==> src/rtl/jtag_tap_controller.sv <==
// IEEE 1149.1 TAP: 16-state controller, instruction register, BYPASS, user DR and optional IDCODE.
// Define JTAG_IDCODE_EN to include the IDCODE register and make IDCODE_OP the reset instruction.
module jtag_tap_controller #(
    parameter int unsigned         IR_WIDTH  = 4,
    parameter int unsigned         DR_WIDTH  = 32,
    parameter logic [31:0]         IDCODE    = 32'h1234_5001,
    parameter logic [IR_WIDTH-1:0] IDCODE_OP = IR_WIDTH'(1),
    parameter logic [IR_WIDTH-1:0] USER_OP   = IR_WIDTH'(2)
) (
    input  logic                clk,
    input  logic                reset,
    input  logic                Tdi,
    input  logic                Tms,
    output logic                Tdo,
    output logic                TdoEn,
    output logic [3:0]          TapState,
    output logic [IR_WIDTH-1:0] IrValue,
    input  logic [DR_WIDTH-1:0] UserDrIn,
    output logic [DR_WIDTH-1:0] UserDrOut,
    output logic                UserUpdate
);
    typedef enum logic [3:0] {
        TLR    = 4'd0,  RTI    = 4'd1,  SEL_DR = 4'd2,  CAP_DR = 4'd3,
        SH_DR  = 4'd4,  EX1_DR = 4'd5,  PAU_DR = 4'd6,  EX2_DR = 4'd7,
        UPD_DR = 4'd8,  SEL_IR = 4'd9,  CAP_IR = 4'd10, SH_IR  = 4'd11,
        EX1_IR = 4'd12, PAU_IR = 4'd13, EX2_IR = 4'd14, UPD_IR = 4'd15
    } tap_state_e;

    localparam logic [IR_WIDTH-1:0] BYPASS_OP = {IR_WIDTH{1'b1}};
`ifdef JTAG_IDCODE_EN
    localparam logic [IR_WIDTH-1:0] IR_RESET = IDCODE_OP;
`else
    localparam logic [IR_WIDTH-1:0] IR_RESET = BYPASS_OP;
`endif

    tap_state_e          state_q, state_d;
    logic [IR_WIDTH-1:0] ir_sr_q, ir_sr_d;
    logic [IR_WIDTH-1:0] ir_q, ir_d;
    logic                byp_q, byp_d;
    logic [DR_WIDTH-1:0] user_sr_q, user_sr_d;
    logic [DR_WIDTH-1:0] user_out_q, user_out_d;
    logic                user_upd_q, user_upd_d;
    logic                sel_user_s, sel_id_s, id_lsb_s, tdo_s;
    logic [IR_WIDTH:0]   ir_shift_s;
    logic [DR_WIDTH:0]   user_shift_s;

    assign sel_user_s   = (ir_q == USER_OP) && (USER_OP != BYPASS_OP);
    assign ir_shift_s   = {Tdi, ir_sr_q};
    assign user_shift_s = {Tdi, user_sr_q};

`ifdef JTAG_IDCODE_EN
    logic [31:0] id_sr_q, id_sr_d;
    logic [32:0] id_shift_s;

    assign sel_id_s   = (ir_q == IDCODE_OP) && (IDCODE_OP != BYPASS_OP) && !sel_user_s;
    assign id_shift_s = {Tdi, id_sr_q};
    assign id_lsb_s   = id_sr_q[0];

    // IDCODE shift register: capture the constant, shift while selected
    always_comb begin
        id_sr_d = id_sr_q;
        if (sel_id_s && (state_q == CAP_DR)) begin
            id_sr_d = IDCODE;
        end else if (sel_id_s && (state_q == SH_DR)) begin
            id_sr_d = id_shift_s[32:1];
        end else begin
            id_sr_d = id_sr_q;
        end
    end

    // IDCODE shift register storage
    always_ff @(posedge clk or posedge reset) begin
        if (reset) id_sr_q <= 32'h0000_0000;
        else       id_sr_q <= id_sr_d;
    end
`else
    // Without the IDCODE register its opcode falls through to BYPASS.
    assign sel_id_s = (ir_q == IDCODE_OP) & 1'b0;
    assign id_lsb_s = IDCODE[0] & 1'b0;
`endif

    // Tms-driven state graph
    always_comb begin
        state_d = state_q;
        case (state_q)
            TLR:     state_d = Tms ? TLR    : RTI;
            RTI:     state_d = Tms ? SEL_DR : RTI;
            SEL_DR:  state_d = Tms ? SEL_IR : CAP_DR;
            CAP_DR:  state_d = Tms ? EX1_DR : SH_DR;
            SH_DR:   state_d = Tms ? EX1_DR : SH_DR;
            EX1_DR:  state_d = Tms ? UPD_DR : PAU_DR;
            PAU_DR:  state_d = Tms ? EX2_DR : PAU_DR;
            EX2_DR:  state_d = Tms ? UPD_DR : SH_DR;
            UPD_DR:  state_d = Tms ? SEL_DR : RTI;
            SEL_IR:  state_d = Tms ? TLR    : CAP_IR;
            CAP_IR:  state_d = Tms ? EX1_IR : SH_IR;
            SH_IR:   state_d = Tms ? EX1_IR : SH_IR;
            EX1_IR:  state_d = Tms ? UPD_IR : PAU_IR;
            PAU_IR:  state_d = Tms ? EX2_IR : PAU_IR;
            EX2_IR:  state_d = Tms ? UPD_IR : SH_IR;
            UPD_IR:  state_d = Tms ? SEL_DR : RTI;
            default: state_d = TLR;
        endcase
    end

    // Active instruction: reload whenever TLR is entered, otherwise take the IR on Update-IR
    always_comb begin
        if (state_d == TLR)         ir_d = IR_RESET;
        else if (state_q == UPD_IR) ir_d = ir_sr_q;
        else                        ir_d = ir_q;
    end

    // Capture / shift / update of the IR and data registers
    always_comb begin
        ir_sr_d    = ir_sr_q;
        byp_d      = byp_q;
        user_sr_d  = user_sr_q;
        user_out_d = user_out_q;
        user_upd_d = 1'b0;
        case (state_q)
            CAP_IR: ir_sr_d = IR_WIDTH'(2'b01);
            SH_IR:  ir_sr_d = ir_shift_s[IR_WIDTH:1];
            CAP_DR: begin
                if (sel_user_s)     user_sr_d = UserDrIn;
                else if (!sel_id_s) byp_d     = 1'b0;
                else                byp_d     = byp_q;
            end
            SH_DR: begin
                if (sel_user_s)     user_sr_d = user_shift_s[DR_WIDTH:1];
                else if (!sel_id_s) byp_d     = Tdi;
                else                byp_d     = byp_q;
            end
            UPD_DR: begin
                if (sel_user_s) begin
                    user_out_d = user_sr_q;
                    user_upd_d = 1'b1;
                end else begin
                    user_out_d = user_out_q;
                    user_upd_d = 1'b0;
                end
            end
            default: user_upd_d = 1'b0;
        endcase
    end

    // Serial output mux, driven only while shifting
    always_comb begin
        tdo_s = 1'b0;
        case (state_q)
            SH_IR: tdo_s = ir_sr_q[0];
            SH_DR: begin
                if (sel_user_s)    tdo_s = user_sr_q[0];
                else if (sel_id_s) tdo_s = id_lsb_s;
                else               tdo_s = byp_q;
            end
            default: tdo_s = 1'b0;
        endcase
    end

    // State and register storage
    always_ff @(posedge clk or posedge reset) begin
        if (reset) begin
            state_q    <= TLR;
            ir_sr_q    <= {IR_WIDTH{1'b0}};
            ir_q       <= IR_RESET;
            byp_q      <= 1'b0;
            user_sr_q  <= {DR_WIDTH{1'b0}};
            user_out_q <= {DR_WIDTH{1'b0}};
            user_upd_q <= 1'b0;
        end else begin
            state_q    <= state_d;
            ir_sr_q    <= ir_sr_d;
            ir_q       <= ir_d;
            byp_q      <= byp_d;
            user_sr_q  <= user_sr_d;
            user_out_q <= user_out_d;
            user_upd_q <= user_upd_d;
        end
    end

    assign Tdo        = tdo_s;
    assign TdoEn      = (state_q == SH_DR) || (state_q == SH_IR);
    assign TapState   = state_q;
    assign IrValue    = ir_q;
    assign UserDrOut  = user_out_q;
    assign UserUpdate = user_upd_q;
endmodule
==> config.mk <==
export PLATFORM = sky130hd
export DESIGN_NAME = jtag_tap_controller
export DESIGN_NICKNAME = d
export VERILOG_FILES = /design/src/rtl/jtag_tap_controller.sv
export SDC_FILE = /design/constraint.sdc
export NUM_CORES = 1
export LEC_CHECK = 0
export ABC_AREA = 1
export CAP_MARGIN = 5
export CORE_ASPECT_RATIO = 1.2
export CORE_UTILIZATION = 57
export CTS_BUF_LIST = sky130_fd_sc_hd__clkbuf_8 sky130_fd_sc_hd__clkbuf_16
export CTS_CLUSTER_DIAMETER = 80
export DETAILED_ROUTE_END_ITERATION = 16
export DONT_BUFFER_PORTS = 1
export HOLD_SLACK_MARGIN = 0.05
export PLACE_DENSITY = 0.84
export SLEW_MARGIN = 10
export SYNTH_ARGS = -nofsm -noshare
export SYNTH_HDL_FRONTEND = slang
export SYNTH_SLANG_ARGS = --single-unit
==> constraint.sdc <==
create_clock -name clk -period 2 [get_ports clk]
set_input_delay 0.1 -clock clk [delete_from_list [all_inputs] [get_ports clk]]
set_output_delay 0.1 -clock clk [all_outputs]
set_load 0.01 [all_outputs]
==> metrics.cfg <==
[outcome]
outcome = finished, final reports clean

[global_route]
antenna_found_initial = 0
grt_max_degree = 65
gr-total-overflow = 0
grt_pass1_wl_um = 12500
grt_pass1_vias = 2732
grt_usage_pct = 24.1

[power]
irDropWorstVdd_mv = 0.707
powerDensity_nw_per_um2 = 949
p_leak_nw = 2.02

[critical_path]
cpMostUsedCell = inv_1
path_max_fanout = 4
critical_path_class = reg -> out
crit_path_end_kind = output pin
critical_path_buf_inv_count = 2
crit_chain = inv_1, nor2_1, nand2_1, inv_1, o21ai_0, o22ai_1
worstPathRequired_ns = 1.90
cpPeakStageDelay_ns = 0.57
reg2reg_from = IrValue[1]$_DFFE_PP1P_
reg2reg_to = user_sr_q[15]$_DFFE_PP0P_
critPathSlowestCell = dfstp_2
r2r_cells = 8
start_kind = flip-flop
worst-r2r-setup-slack_ns = 0.25
crit_family = flip-flops
crit_arrival_ns = 1.72

[floorplanning]
die_w_um = 75.4
die-area_sq_um = 6800
core_sq_um = 6130
rows = 31
start_util_pct = 60.2
die_height_um = 90.1
ios = 79

[synthesis]
synth_area_sq_um = 3690
synth_ff_type = dfrtp_1
synthCells = 402
synth_warnings = 0
ys_seq_area_share_pct = 53.1
synth_edf_count = 0
syn_area_per_cell_sq_um = 9.17
synth.distinct_cells = 27
synth-seq-cells = 78
synthesis.nets = 438
ys_async_sr_fraction_pct = 100

[cts]
cts-buffers-inserted = 9
htreeDepth = 3
clock_sinks = 78
cts.path.max_buffers = 2
clkTransAtPathRegs_ns = 0.08
root_buffer = clkbuf_8
tritoncts = yes
post-cts-setup-buffer-count = 0
insertion_delay_ns = 0.34

[min_path]
hp-start = Tms
hold_path_class = in -> reg
hold_path_depth = 6
min_to = TapState[1]$_DFF_PP0_

[run]
drv_cap = 0

[route]
wl_per_cell_um = 14.4
viasPerCell = 5.36
firstDrtPassIters = 4
num_vias = 2780
antenna_left = 0
wirelength_um = 7460
drc = 0
drt_iter0_drc = 181

[timing]
rsz0062_at_grt = false
fin_skew_ns = 0.00909
finalSetupViolations = 0
fin_crit_ns = 1.82
timing.final.max_slew_violations = 0
final-hold-violation-count = 0
setup-tns-final_ns = 0
final.period_utilization_pct = 90.8
fmax_mhz = 550
relSlewSlack_pct = 55.9
tightest_slew_ns = 0.662

[final_layout]
register_area_sq_um = 1960
multiInputGateArea_sq_um = 1330
area_growth_pct = 15.7
nFillCells = 479
instances_no_fill = 519
drive_gt1_share_pct = 16.2
nNetsFinal = 468
antenna_cells = 0

[placed_design]
io_buffers = 0
place.gp.congestion = 0.867
dp_cells = 468
hpwl_um = 4690

state kept, by name (all words and copies together) (netlist names):
signal and cells:
IrValue 4, TapState 4, UserDrOut 32, UserUpdate 1
byp_q 1, ir_sr_q 4, user_sr_q 32
synthesized netlist by cell type, types with 3 or more instances:
master	number	area share, %
inv_1	50	5.1
o21ai_2	21	5.0
buf_4	7	1.4
o211ai_1	21	4.3
nand2_1	106	11
nand2_2	5	0.85
o22ai_1	3	0.51
o21ai_0	15	2.0
dfstp_2	4	2.9
o211ai_2	10	3.4
nand3_1	8	1.1
inv_2	3	0.31
dfrtp_1	74	50
buf_6	8	2.4
nor2_1	16	1.6
o21ai_1	36	4.9
timing repair:
action                                  4_1_cts  5_1_grt
hold endpoints to repair                    114        0
resized for setup                             0        1
hold buffers                                 35        0
endpoints found under the setup margin        0       17
cells in the final DEF, fill, tap and decap left out, types with 2 or more instances in the layout:
master and n:
nor2_2 2, buf_12 2, o21ai_0 15, o211ai_1 21, clkbuf_8 10, dfstp_2 4, o211ai_2 10, inv_1 49
nand3_1 8, nand2_1 106, inv_6 2, o22ai_1 3, dlygate4sd3_1 35, bufinv_16 3, inv_2 3, o21ai_2 21
nor2_1 16, nand2_2 5, o21ai_1 36, dfrtp_1 74, nor2_4 2
cells by family (layout without fill, tap and decap cells):
logic type | Yosys count | count (layout) | synth area share (%)
flip-flops | 78 | 78 | 53.1
buffers and inverters | 75 | 110 | 10.8
AO/OA/AOI/OAI | 108 | 108 | 20.4
AND/OR/NAND/NOR | 141 | 141 | 15.7
power by group:
group | leakage [nW] | switching (mW) | internal [mW] | total (mW)
logic | 0.995 | 0.538 | 0.260 | 0.798
registers | 0.899 | 0.113 | 1.67 | 1.78
clock network | 0.127 | 0.596 | 0.875 | 1.47
metrics by stage:
step,total power [mW],hold slack [ns],utilization [%],setup slack [ns],cell area (sq um)
finish,4.05,0.0642,69.6,0.183,4270
global route,4.27,0.0737,69.6,0.0577,4270
CTS,4.07,0.0515,69.6,0.125,4270
detailed placement,2.55,0.00352,59.7,0.138,3660
global placement,2.53,-0.00538,59.7,0.223,3660
floorplan,2.41,0.242,-,0.550,3690
worst max-delay path by stage:
| stage | startpoint | end | slack, ns | cells after the start |
|---|---|---|---|---|
| 2_1_floorplan | TapState[1]$_DFF_PP0_ | Tdo | 0.55 | 7 |
| 6_report | IrValue[1]$_DFFE_PP1P_ | Tdo | 0.18 | 6 |
| 3_3_place_gp | IrValue[3]$_DFFE_PP1P_ | user_sr_q[29]$_DFFE_PP0P_ | 0.22 | 7 |
| 3_5_place_dp | IrValue[2]$_DFFE_PP1P_ | user_sr_q[7]$_DFFE_PP0P_ | 0.14 | 7 |
| 4_1_cts | IrValue[2]$_DFFE_PP1P_ | user_sr_q[7]$_DFFE_PP0P_ | 0.13 | 7 |
| 5_1_grt | TapState[3]$_DFF_PP0_ | user_sr_q[28]$_DFFE_PP0P_ | 0.06 | 7 |
layout make-up:
class	count	area share, %
clock buffer	10	3.22
timing repair buffer	38	9.32
clock inverter	6	2.73
sequential	78	45.9
multi-input combinational	249	31.2
tap	82	2.40
inverter	56	5.28
worst min-delay path: stages:
cell     delay, ns
inv_1         0.03
nand2_1       0.05
nand2_1       0.04
inv_1         0.04
nor2_1        0.05
inv_1         0.05
per-layer routing:
metal	vias to the layer above	global-route usage (%)	share of wire, %
met1	1338	30.4	41
met2	72	39.4	52
met3	8	6.39	5.5
met4	0	8.02	1.2
li1	1362	-	-
met5	-	0	0
Note: power is estimated with default switching activity, not from simulation.
